===== src/rtl/rr_arbiter_8_pkg.sv =====
// Shared definitions for the 8-way round-robin arbiter: state encoding and
// requester/index sizing.
package rr_arbiter_8_pkg;

    localparam int NUM_REQ = 8;
    localparam int IDX_W   = 3;

    typedef enum logic {
        ST_IDLE  = 1'b0,
        ST_GRANT = 1'b1
    } state_t;

endpackage


===== src/rtl/rr_arbiter_8_decoder_3to8.sv =====
// 3-to-8 one-hot decoder shared across the codebase; out has exactly one bit
// set, selected by in.
module decoder_3to8 (
    input  logic [2:0] in,
    output logic [7:0] out
);

    assign out = 8'b0000_0001 << in;

endmodule


===== src/rtl/rr_arbiter_8.sv =====
// Eight-requester round-robin arbiter with a bounded hold time. The grant is
// decoded from a registered index, so no request input reaches gnt directly.
module rr_arbiter_8
    import rr_arbiter_8_pkg::*;
#(
    parameter int HOLD_MAX = 15
) (
    input  logic               clk,
    input  logic               rst,
    input  logic [NUM_REQ-1:0] req,
    output logic [NUM_REQ-1:0] gnt,
    output logic [IDX_W-1:0]   gnt_idx,
    output logic               gnt_valid
);

    localparam logic [7:0] HOLD_LIM = 8'(HOLD_MAX);

    state_t             state, state_nxt;
    logic [IDX_W-1:0]   ptr, ptr_nxt;
    logic [IDX_W-1:0]   idx_nxt;
    logic               valid_nxt;
    logic [7:0]         hold_cnt, hold_cnt_nxt;
    logic [NUM_REQ-1:0] dec;

    // Rotate so ptr lands on bit 0, take the lowest set bit, then undo the
    // rotation; 3-bit arithmetic supplies the modulo-8 wrap.
    function automatic logic [IDX_W-1:0] rr_pick(input logic [NUM_REQ-1:0] r,
                                                 input logic [IDX_W-1:0]   p);
        logic [2*NUM_REQ-1:0] dbl;
        logic [NUM_REQ-1:0]   rot;
        logic [IDX_W-1:0]     off;
        dbl = {r, r} >> p;
        rot = dbl[NUM_REQ-1:0];
        off = '0;
        for (int i = NUM_REQ - 1; i >= 0; i--) begin
            if (rot[i]) off = i[IDX_W-1:0];
        end
        return p + off;
    endfunction

    always_ff @(posedge clk) begin
        if (rst) begin
            state     <= ST_IDLE;
            ptr       <= '0;
            gnt_idx   <= '0;
            gnt_valid <= 1'b0;
            hold_cnt  <= '0;
        end else begin
            state     <= state_nxt;
            ptr       <= ptr_nxt;
            gnt_idx   <= idx_nxt;
            gnt_valid <= valid_nxt;
            hold_cnt  <= hold_cnt_nxt;
        end
    end

    always_comb begin
        state_nxt    = state;
        ptr_nxt      = ptr;
        idx_nxt      = gnt_idx;
        valid_nxt    = gnt_valid;
        hold_cnt_nxt = hold_cnt;
        case (state)
            ST_IDLE: begin
                if (req != '0) begin
                    state_nxt    = ST_GRANT;
                    idx_nxt      = rr_pick(req, ptr);
                    valid_nxt    = 1'b1;
                    hold_cnt_nxt = 8'd1;
                end
            end
            ST_GRANT: begin
                // Release and timeout share one exit, so ptr advances once.
                if (!req[gnt_idx] || hold_cnt == HOLD_LIM) begin
                    state_nxt    = ST_IDLE;
                    ptr_nxt      = gnt_idx + 3'd1;
                    valid_nxt    = 1'b0;
                    hold_cnt_nxt = '0;
                end else begin
                    hold_cnt_nxt = hold_cnt + 8'd1;
                end
            end
            default: begin
                state_nxt = ST_IDLE;
                valid_nxt = 1'b0;
            end
        endcase
    end

    decoder_3to8 u_dec (
        .in  (gnt_idx),
        .out (dec)
    );

    assign gnt = gnt_valid ? dec : '0;

endmodule


===== config.mk =====
export PLATFORM = sky130hd
export DESIGN_NAME = rr_arbiter_8
export DESIGN_NICKNAME = d
export VERILOG_FILES = /design/src/rtl/rr_arbiter_8_pkg.sv /design/src/rtl/rr_arbiter_8_decoder_3to8.sv /design/src/rtl/rr_arbiter_8.sv
export SDC_FILE = /design/constraint.sdc
export NUM_CORES = 1
export LEC_CHECK = 0
export ABC_AREA = 1
export BUFFER_PORTS_ARGS = -buffer_cell sky130_fd_sc_hd__buf_2
export CORE_MARGIN = 1
export CORE_UTILIZATION = 45
export CTS_BUF_LIST = sky130_fd_sc_hd__clkbuf_2 sky130_fd_sc_hd__clkbuf_4 sky130_fd_sc_hd__clkbuf_8
export DETAILED_ROUTE_END_ITERATION = 6
export HOLD_SLACK_MARGIN = 0.12
export PLACE_DENSITY = 0.65
export SYNTH_ARGS = -nofsm -noshare
export SYNTH_HDL_FRONTEND = slang
export SYNTH_HIERARCHICAL = 1
export SYNTH_SLANG_ARGS = --single-unit
export TNS_END_PERCENT = 20

===== constraint.sdc =====
create_clock -name clk -period 2.2 [get_ports clk]
set_input_delay 0.33 -clock clk [delete_from_list [all_inputs] [get_ports clk]]
set_output_delay 0.33 -clock clk [all_outputs]
set_load 0.03 [all_outputs]

==> results of run 1 <==
==> final cells by class <==
class,instances,share of cell area
Clock buffer,4,0.0192
Inverter,31,0.0668
Multi-Input combinational cell,190,0.555
Timing Repair Buffer,46,0.157
Tap cell,44,0.0291
Sequential cell,16,0.173
==> routing by layer <==
layer / GRT usage / vias to the layer above
li1: - / 856
met1: 0.265 / 723
met2: 0.404 / 17
met3: 0.0154 / 4
met4: 0.0612 / 0
met5: 0 / -
==> what timing repair did <==
item                       in CTS  in global routing
setup buffers                   3                  0
pin swaps                       6                  2
setup endpoints to repair       2                  2
hold buffers                    0                  0
resized for setup              12                 14
==> flip-flops by register name (all words and copies together) (netlist names) <==
signal     count
gnt_valid      1
ptr            3
gnt_idx        3
state          1
hold_cnt       8
==> layout by cell type, fill, tap and decap left out, types with 3 or more instances in the layout <==
cell type / synthesis / layout
inv_2: 3 / 3
o21ai_0: 9 / 9
nand2_1: 69 / 65
dfxtp_1: 16 / 14
buf_2: 0 / 21
nand3_2: 6 / 14
clkbuf_4: 0 / 3
nor2_1: 32 / 32
a21oi_1: 9 / 9
xor2_1: 3 / 3
o21ai_1: 3 / 3
inv_1: 26 / 26
nand2_2: 14 / 15
nand3_1: 25 / 17
nand2_4: 0 / 3
buf_4: 1 / 24
==> worst max-delay path, cell delays in order (launching register included) <==
cell      delay, ns
dfxtp_4        0.41
buf_6          0.15
nand2_4        0.06
nand3_2        0.08
nand3_2        0.08
nand2_2        0.08
nand3_2        0.05
nand2_1        0.07
nand2_1        0.05
nand2_1        0.05
nand2_1        0.06
a21boi_2       0.13
ha_2           0.17
inv_1          0.04
fa_2           0.35
xnor2_2        0.17
inv_1          0.06
nand2_1        0.06
nand2_1        0.06
a21oi_2        0.11
==> power breakdown <==
group	leakage (nW)	switching (mW)	internal, mW	total, mW
Clock	0.0210	0.0982	0.101	0.199
Combinational	0.824	0.969	0.682	1.65
Sequential	0.132	0.149	0.365	0.514
Total	0.978	1.22	1.15	2.36
==> final timing paths <==
| check | startpoint | endpoint | cells after the start |
|---|---|---|---|
| setup reg to reg | ptr[0]$_SDFFE_PP0P_ | gnt_idx[2]$_SDFFE_PP0P_ | 19 |
| setup / recovery | ptr[0]$_SDFFE_PP0P_ | gnt_idx[2]$_SDFFE_PP0P_ | 19 |
| hold reg to reg | hold_cnt[3]$_SDFFE_PP0P_ | hold_cnt[3]$_SDFFE_PP0P_ | 2 |
| hold / removal | rst | hold_cnt[3]$_SDFFE_PP0P_ | 2 |
==> through the flow <==
stage / instance area, um^2 / total power, mW / utilization / hold slack (ns) / worst slack [ns]
6_report: 1890 / 2.36 / 0.620 / 0.235 / -0.144
3_3_place_gp: 1740 / 1.96 / 0.570 / 0.452 / -0.210
4_1_cts: 1830 / 2.26 / 0.600 / 0.237 / -0.122
2_1_floorplan: 1450 / 1.53 / - / 0.399 / 0.0115
5_1_grt: 1890 / 2.58 / 0.620 / 0.235 / -0.302
3_5_place_dp: 1740 / 1.96 / 0.570 / 0.456 / -0.267
==> cell families (layout without fill, tap and decap cells) <==
kind of cell | after synthesis | after routing
AO/OA/AOI/OAI | 26 | 26
adder cells (fa/ha/maj) | 4 | 4
AND/OR/NAND/NOR | 155 | 155
flip-flops | 16 | 16
XOR/XNOR | 5 | 5
buffers and inverters | 35 | 81
==> summary.log, run 1 <==
INFO  grt            grt.overflow.total=0
INFO  status         run_status=finished, violations left
INFO  floorplan      placementRows=20
INFO  timing         achievable-frequency=427MHz
INFO  synth          synth-warning-count=6
INFO  synth          synth.largest_area_cell=dfxtp_1
INFO  placed_design  numPlacedInstances=324
INFO  critical_path  timing.reg2reg.setup_slack=-0.14ns
INFO  synth          synth-edff-count=0
INFO  synth          ys_top_cells_by_area=dfxtp_1 22%, nand2_1 18%, nand3_1 8.6%, nor2_1 8.3%, inv_1 6.7%
INFO  routing        dr.first_iter.drc_count=70
INFO  synth          postSynth.topFlopCell=dfxtp_1
INFO  clock_tree     clock_pin_slew_of_the_registers_on_the_worst_case_setup_and_hold_paths=0.10ns
INFO  routing        drt_pre_antenna_iters=4
INFO  clock_tree     cts.root.buffer_cell=clkbuf_4
INFO  synth          synth-compound-area-share=0.100
INFO  clock_tree     h-tree-depth=1
INFO  floorplan      start_util=0.474
INFO  timing         slew_violations=0
INFO  routing        wirelength=3610um
INFO  routing        route.met2.wl=1830um
INFO  routing        met1Wirelength=1660um
INFO  final_layout   multi_input_comb_area=0.00105mm^2
INFO  critical_path  timing.setup.critical_path_class=reg2reg
INFO  synth          synth_mux_area_frac=0
INFO  critical_path  launching_element_type_of_the_critical_path=flip-flop
INFO  status         failed_checks=setup timing
INFO  floorplan      die_h=58.7um
INFO  synth          syn-num-nets=255
INFO  floorplan      pin_count=22
INFO  clock_tree     clock_tree.buffer_depth=2
INFO  routing        remaining_drc_errors=0
INFO  routing        routed.top_layer=met4
INFO  critical_path  worst-path-max-fanout=6
INFO  timing         setup_viol=1
INFO  synth          synth.cells.most_frequent=69 x nand2_1, 32 x nor2_1, 26 x inv_1, 25 x nand3_1, 16 x dfxtp_1
INFO  synth          postSynthCellCount=241
INFO  synth          synth-seq-cells=16
INFO  final_layout   filler_cell_count=316
INFO  timing         tightest_slew=0.414ns
INFO  synth          synth_top_area_share=0.221
INFO  run            drv_cap=0
INFO  grt            initial_antenna_violation_count=0
INFO  clock_tree     clock_sinks=16
INFO  critical_path  cp-end-kind=flip-flop
INFO  clock_tree     clock_network_latency_to_the_later_pin_of_the_worst_skew_pair=0.29ns
INFO  grt            grt_first_pass_wirelength=5890um
INFO  routing        post_dr_vias_cell=4.83
INFO  final_layout   seqCellArea=328um^2
INFO  timing         min_period_over_period=1.07
INFO  floorplan      core_region_area=0.00305mm^2
INFO  timing         totalNegativeSetupSlack=-0.144ns
INFO  clock_tree     cts_buffers=3
INFO  floorplan      fp.dieArea=0.00345mm^2
INFO  final_layout   final_layout_size_suffix_gt1_frac=0.348
INFO  synth          synth-seq-area-share=0.221
INFO  power          power_density=1250mW/mm^2
INFO  synth          postSynthAreaPerCell=6.01um^2
INFO  timing         setup_ws=-0.144ns
INFO  synth          synth_simple_gate_area_share=0.500
INFO  synth          synth.cell_area=0.00145mm^2
INFO  critical_path  critPathArrivalTime=2.58ns
INFO  placed_design  io_buffers=21
INFO  timing         clock_skew=0.00361ns
INFO  timing         rsz0062_at_grt=true
INFO  routing        dr_total_vias=1600
INFO  grt            global_route.usage.total=0.217
INFO  routing        number_of_nets_with_antenna_violations_after_routing=0
INFO  placed_design  gp_congestion=0.840
INFO  critical_path  critPathRequiredTime=2.43ns
INFO  synth          asyncSetResetFlopFracSynth=0
INFO  routing        avgRoutedWirePerCell=10.9um
INFO  timing         layout_min_cycle_time=2.34ns
INFO  floorplan      dieWidth=58.7um
INFO  power          vdd_drop_max=0.499mV
INFO  synth          post_synth_fa_ha_maj_area_fraction=0.0398
INFO  placed_design  detailedPlacementHpwl=2660um
INFO  hold_path      hold_path.class=in2reg
INFO  timing         hold_violations=0
INFO  final_layout   areaGrowthSynthToFinish=30.8%
INFO  routing        detailroute.wirelength.met3=82um
INFO  synth          post_synth_xor_area_fraction=0.0303
INFO  synth          yosys.cell_types.count=30
INFO  synth          synth_top_family_by_area=simple AND/OR/NAND/NOR gates
INFO  power          cellLeakagePower=0.978nW
INFO  final_layout   post_layout_nonfiller_instances=331
INFO  grt            grt_pass1_vias=1421
INFO  synth          post-synth-top-count-cell=nand2_1
INFO  clock_tree     tritoncts=yes
INFO  grt            pin_count_of_the_biggest_net_entering_global_routing=12
INFO  final_layout   finalNetCount=302
INFO  final_layout   antenna_cells=0
INFO  timing         worst_slew_margin_rel=0.723
Power figures use the tool's default switching activity.
==> run 2: changes to the inputs <==
Settings changed: REMOVE_ABC_BUFFERS set to 1.
==> run 2 against run 1 <==
The run still ends with setup timing left. Hold slack improved by 0.024 ns. Sequential power down 0.8%. Count of clock-buffer cells in the layout shrank 1. Clock skew up 0.0034 ns. Final area fell by 4.5%. Utilization down 2.8 points. Combinational power fell by 7%. Critical endpoint unchanged.
==> summary.log, run 2 (same netlist as run 1, synthesis figures left out) <==
INFO  critical_path  worst_path_most_repeated_cell=nand2_1
INFO  clock_tree     clock_sinks=16
INFO  final_layout   multi_input_comb_area=980um^2
INFO  timing         setup_ws=-0.108ns
INFO  critical_path  timing.critical_path.cells=buf_6 -> nand2_1 -> nand3_2 -> nand3_1 -> nand2_1 -> nand3_1 -> nand2_1 -> nand2_1 -> nand2_1 -> nand2_1 -> a21boi_1 -> ha_1 -> inv_1 -> fa_2 -> xnor2_2 -> inv_1 -> nand2_1 -> nand2_1 -> a21oi_2
INFO  floorplan      start_util=0.474
INFO  power          vdd_drop_max=0.504mV
INFO  final_layout   final_common_cell=nand2_1
INFO  routing        number_of_nets_with_antenna_violations_after_routing=0
INFO  timing         clock_skew=0.00697ns
INFO  critical_path  critPathMaxStageDelay=0.41ns
INFO  final_layout   seqCellArea=328um^2
INFO  timing         setup_viol=1
INFO  routing        remaining_drc_errors=0
INFO  timing         layout_min_cycle_time=2.31ns
INFO  floorplan      core_region_area=0.00305mm^2
INFO  placed_design  gp_congestion=0.883
INFO  final_layout   mostFrequentLayoutCells=69 x nand2_1, 32 x nor2_1, 26 x inv_1
INFO  routing        dr_total_vias=1581
INFO  clock_tree     clock_pin_slew_of_the_registers_on_the_worst_case_setup_and_hold_paths=0.09ns
INFO  critical_path  cp-end-kind=flip-flop
INFO  grt            grt_first_pass_wirelength=5780um
INFO  final_layout   final_layout_size_suffix_gt1_frac=0.297
INFO  routing        wirelength=3300um
INFO  placed_design  io_buffers=21
INFO  floorplan      fp.dieArea=0.00345mm^2
INFO  grt            global_route.usage.total=0.213
INFO  floorplan      placementRows=20
INFO  critical_path  critPathArrivalTime=2.54ns
INFO  timing         tightest_slew=0.402ns
INFO  timing         min_period_over_period=1.05
INFO  routing        drt_pre_antenna_iters=4
INFO  grt            pin_count_of_the_biggest_net_entering_global_routing=12
INFO  timing         hold_violations=0
INFO  timing         rsz0062_at_grt=true
INFO  final_layout   largest_register_ff_count=8
INFO  timing         worst_slew_margin_rel=0.731
INFO  placed_design  detailedPlacementHpwl=2680um
INFO  timing         whs=0.259ns
INFO  routing        post_dr_vias_cell=4.79
INFO  floorplan      dieWidth=58.7um
INFO  clock_tree     tritoncts=yes
INFO  clock_tree     count_of_hold_buffers_inserted_by_post_cts_repair=0
INFO  timing         slew_violations=0
INFO  floorplan      pin_count=22
INFO  clock_tree     h-tree-depth=1
INFO  final_layout   antenna_cells=0
INFO  run            drv_cap=0
INFO  final_layout   largest_registers=hold_cnt x8, gnt_idx x3, ptr x3
INFO  status         failed_checks=setup timing
INFO  final_layout   filler_cell_count=340
INFO  final_layout   finalNetCount=302
INFO  grt            grt.overflow.total=0
INFO  floorplan      die_h=58.7um
INFO  clock_tree     cts_buffers=3
INFO  routing        dr.first_iter.drc_count=44
INFO  critical_path  launching_element_type_of_the_critical_path=flip-flop
INFO  clock_tree     clock_tree.buffer_depth=2
INFO  final_layout   areaGrowthSynthToFinish=24.9%
INFO  status         run_status=finished, violations left
INFO  clock_tree     cts.root.buffer_cell=clkbuf_4
INFO  final_layout   register_with_the_most_flip_flops=hold_cnt
INFO  hold_path      hold_path.class=in2reg
INFO  grt            initial_antenna_violation_count=0
INFO  grt            grt_pass1_vias=1405
INFO  power          power_density=1220mW/mm^2
INFO  critical_path  critical-path-slowest-cell=dfxtp_4
INFO  routing        avgRoutedWirePerCell=10.0um
INFO  critical_path  timing.setup.critical_path_class=reg2reg
INFO  power          cellLeakagePower=0.930nW
INFO  critical_path  worst-path-max-fanout=6
INFO  critical_path  critPathRequiredTime=2.43ns
INFO  timing         totalNegativeSetupSlack=-0.108ns
INFO  clock_tree     clock_network_latency_to_the_later_pin_of_the_worst_skew_pair=0.28ns
INFO  timing         achievable-frequency=433MHz
## run 2: cell types whose count changed in the layout (fill, tap and decap cells not counted), moves of 3 or more
cell	previous run	this run
nand2_1	65	69
nand2_4	3	0
nand3_1	17	25
nand3_2	14	6
## run 2: layout make-up
cell class                      instances  share of cell area
Tap cell                               44              0.0304
Clock buffer                            3              0.0125
Sequential cell                        16               0.181
Timing Repair Buffer                   46               0.164
Inverter                               31              0.0699
Multi-Input combinational cell        190               0.542
## run 2: path summary, 6_finish.rpt
kind,startpoint,endpoint,cells after the start,slack (ns)
setup / recovery,ptr[0]$_SDFFE_PP0P_,gnt_idx[2]$_SDFFE_PP0P_,19,-0.11
hold / removal,rst,hold_cnt[1]$_SDFFE_PP0P_,2,0.26
setup reg to reg,ptr[0]$_SDFFE_PP0P_,gnt_idx[2]$_SDFFE_PP0P_,19,-0.11
hold reg to reg,hold_cnt[7]$_SDFFE_PP0P_,hold_cnt[7]$_SDFFE_PP0P_,2,0.47
## run 2: layer usage
metal / track usage / wire length [um] / vias to the layer above
li1: - / - / 863
met1: 0.291 / 1650 / 683
met2: 0.346 / 1480 / 31
met3: 0.0308 / 132 / 4
met4: 0.0680 / 38 / 0
met5: 0 / 0 / -
## run 2: repair_timing
action / in CTS / in global routing
endpoints found under the setup margin: 2 / 2
pin swaps: 0 / 1
resized for setup: 5 / 5
buffers inserted: 0 / 1
## run 2: power by group
part	switching (mW)	total (mW)	internal, mW
Sequential	0.144	0.510	0.365
Clock	0.0866	0.150	0.0635
Combinational	0.893	1.54	0.644
## run 2: stage by stage
step	area, um^2	util	cells	power [mW]	setup WS [ns]
floorplan	1410	-	237	1.49	-0.120
global placement	1750	0.575	326	2.00	-0.228
detailed placement	1750	0.575	326	2.00	-0.301
CTS	1790	0.585	329	2.17	-0.113
global route	1810	0.592	330	2.43	-0.351
finish	1810	0.592	330	2.20	-0.108
## run 2: critical path: cells and delay by family, from the launching register on
family	cells	cell delay, ns
AO/OA/AOI/OAI	2	0.23
XOR/XNOR	1	0.18
adder cells (fa/ha/maj)	2	0.51
buffers and inverters	3	0.23
flip-flops	1	0.41
AND/OR/NAND/NOR	11	0.73
==> run 3: changes to the inputs <==
Settings changed: CELL_PAD_IN_SITES_DETAIL_PLACEMENT set to 2, CELL_PAD_IN_SITES_GLOBAL_PLACEMENT set to 2, CORE_MARGIN 1 to 8, CORE_UTILIZATION 45 to 28, PLACE_DENSITY 0.65 to 0.76.
==> run 3 against run 2 <==
The flow still finishes with violations (setup timing). Non-clock buffer count up 8. Clock power up 46%. Clock skew shrank 0.0054 ns. Maximum frequency shrank 6.2%. Largest power group unchanged. Combinational power grew 34%. Sequential power up 4%. Count of clock-buffer cells in the layout did not move. Worst setup slack worse by 0.15 ns. Final area rose by 14%. Utilization decreased by 18 points. Routed wire length up 99%.
==> summary.log, run 3 (same netlist as run 1, synthesis figures left out) <==
INFO  status         run_status=finished, violations left
INFO  final_layout   register_with_the_most_flip_flops=hold_cnt
INFO  final_layout   areaGrowthSynthToFinish=42.3%
INFO  critical_path  r2r.worst_path.cells=19
INFO  critical_path  cp.depth=19
INFO  floorplan      pin_count=22
INFO  grt            global_route.usage.total=0.158
INFO  final_layout   antenna_cells=0
INFO  power          vdd_drop_max=0.410mV
INFO  clock_tree     cts.root.buffer_cell=clkbuf_8
INFO  grt            grt.overflow.total=0
INFO  routing        wirelength=6560um
INFO  grt            initial_antenna_violation_count=0
INFO  power          cell_internal_pwr=1.29mW
INFO  timing         setup_viol=2
INFO  final_layout   largest_registers=hold_cnt x8, gnt_idx x3, ptr x3
INFO  timing         clock_skew=0.00152ns
INFO  timing         setup_ws=-0.261ns
INFO  final_layout   finalNetCount=310
INFO  clock_tree     count_of_hold_buffers_inserted_by_post_cts_repair=0
INFO  power          switchingPower=1.52mW
INFO  final_layout   mostFrequentLayoutCells=58 x nand2_1, 32 x nor2_1, 32 x buf_4
INFO  placed_design  detailedPlacementHpwl=4190um
INFO  clock_tree     clock_pin_slew_of_the_registers_on_the_worst_case_setup_and_hold_paths=0.06ns
INFO  grt            pin_count_of_the_biggest_net_entering_global_routing=12
INFO  final_layout   fin_area=0.00206mm^2
INFO  timing         rsz0062_at_grt=true
INFO  placed_design  io_buffers=21
INFO  floorplan      die_h=87.9um
INFO  routing        remaining_drc_errors=0
INFO  floorplan      dieWidth=87.9um
INFO  floorplan      core_region_area=0.00504mm^2
INFO  power          power_frac_seq=0.187
INFO  hold_path      hold_path.class=in2reg
INFO  power          power_frac_comb=0.735
INFO  floorplan      placementRows=26
INFO  final_layout   largest_register_ff_count=8
INFO  grt            grt_pass1_vias=1989
INFO  clock_tree     tritoncts=yes
INFO  power          power.switching_fraction=0.540
INFO  critical_path  worst-path-max-fanout=6
INFO  routing        number_of_nets_with_antenna_violations_after_routing=0
INFO  routing        avgRoutedWirePerCell=18.0um
INFO  critical_path  critical_path.top_delay_family=simple AND/OR/NAND/NOR gates
INFO  timing         min_period_over_period=1.12
INFO  critical_path  worst_path_most_repeated_cell=nand2_2
INFO  timing         worst_slew_margin_rel=0.673
INFO  routing        dr.first_iter.drc_count=61
INFO  critical_path  critical-path-slowest-cell=dfxtp_4
INFO  final_layout   postLayoutCoreUtil=0.408
INFO  power          total_power=2.82mW
INFO  critical_path  critPathArrivalTime=2.65ns
INFO  clock_tree     cts_buffers=3
INFO  routing        post_dr_vias_cell=5.01
INFO  clock_tree     clock_network_latency_to_the_later_pin_of_the_worst_skew_pair=0.25ns
INFO  critical_path  timing.setup.critical_path_class=reg2reg
INFO  placed_design  place_ws=-0.403ns
INFO  critical_path  cp-end-kind=flip-flop
INFO  routing        drt_pre_antenna_iters=4
INFO  floorplan      start_util=0.287
INFO  power          power.clock.fraction=0.078
INFO  timing         achievable-frequency=406MHz
INFO  clock_tree     h-tree-depth=1
INFO  critical_path  timing.critical_path.cells=buf_6 -> nand2_4 -> nand3_4 -> nand3_2 -> nand2_2 -> nand3_2 -> nand2_2 -> nand2_2 -> nand2_2 -> nand2_2 -> a21boi_2 -> ha_2 -> inv_2 -> fa_2 -> xnor2_2 -> inv_1 -> nand2_1 -> nand2_2 -> a21oi_2
INFO  timing         hold_violations=0
INFO  placed_design  gp_congestion=0.812
INFO  final_layout   final_layout_size_suffix_gt1_frac=0.415
INFO  grt            grt_first_pass_wirelength=9570um
INFO  power          cellLeakagePower=1.04nW
INFO  routing        dr_total_vias=1823
INFO  timing         totalNegativeSetupSlack=-0.368ns
INFO  critical_path  launching_element_type_of_the_critical_path=flip-flop
INFO  clock_tree     clock_sinks=16
INFO  timing         tightest_slew=0.489ns
INFO  critical_path  critPathRequiredTime=2.39ns
INFO  critical_path  critPathMaxStageDelay=0.42ns
INFO  floorplan      fp.dieArea=0.00773mm^2
INFO  final_layout   final_common_cell=nand2_1
INFO  timing         layout_min_cycle_time=2.46ns
INFO  critical_path  worstPathBufferInverterCount=3
INFO  status         failed_checks=setup timing
INFO  power          power_density=1370mW/mm^2
INFO  timing         slew_violations=0
INFO  run            drv_cap=0
INFO  placed_design  dpl_cell_area=0.00178mm^2
INFO  clock_tree     clock_tree.buffer_depth=2
INFO  hold_path      worst_hold_path.num_cells=2
run 3: worst reg2reg max path: cells and delay by family, from the launching register on:
| family | cells | cell delay, ns |
|---|---|---|
| AO/OA/AOI/OAI | 2 | 0.22 |
| flip-flops | 1 | 0.42 |
| AND/OR/NAND/NOR | 11 | 0.77 |
| buffers and inverters | 3 | 0.26 |
| adder cells (fa/ha/maj) | 2 | 0.57 |
| XOR/XNOR | 1 | 0.15 |
run 3: routing by layer:
layer | wire (um) | global-route usage
met5 | 0 | 0
met4 | 111 | 0.0422
met3 | 165 | 0.0216
met2 | 3570 | 0.321
met1 | 2710 | 0.160
run 3: power by group through the flow:
stage	registers [mW]	clock network [mW]	logic (mW)
6_report	0.528	0.219	2.07
5_1_grt	0.551	0.241	2.25
4_1_cts	0.515	0.226	1.76
3_5_place_dp	0.524	0	1.58
3_3_place_gp	0.519	0	1.51
2_1_floorplan	0.561	0	0.927
run 3: timing repair:
item / CTS / global route
setup endpoints to repair: 2 / 2
gates resized for setup: 26 / 18
setup buffers: 5 / 5
pin swaps: 7 / 15
run 3: final cells by class:
cell class | instances | area [um^2]
Clock buffer | 3 | 41.3
Fill cell | 625 | 2980
Inverter | 31 | 129
Multi-Input combinational cell | 190 | 1120
Sequential cell | 16 | 328
Tap cell | 70 | 87.6
Timing Repair Buffer | 54 | 357
run 3: worst paths after layout:
path,slack (ns),end,start
worst max-delay path,-0.26,gnt_idx[2]$_SDFFE_PP0P_,ptr[0]$_SDFFE_PP0P_
worst min-delay path,0.29,hold_cnt[6]$_SDFFE_PP0P_,rst
worst max register to register,-0.26,gnt_idx[2]$_SDFFE_PP0P_,ptr[0]$_SDFFE_PP0P_
worst min register to register,0.47,hold_cnt[7]$_SDFFE_PP0P_,hold_cnt[7]$_SDFFE_PP0P_
run 3: per-stage QoR:
| step | cells | hold slack, ns |
|---|---|---|
| detailed placement | 351 | 0.464 |
| global route | 364 | 0.290 |
| global placement | 351 | 0.450 |
| CTS | 359 | 0.294 |
| finish | 364 | 0.291 |
| floorplan | 237 | 0.399 |
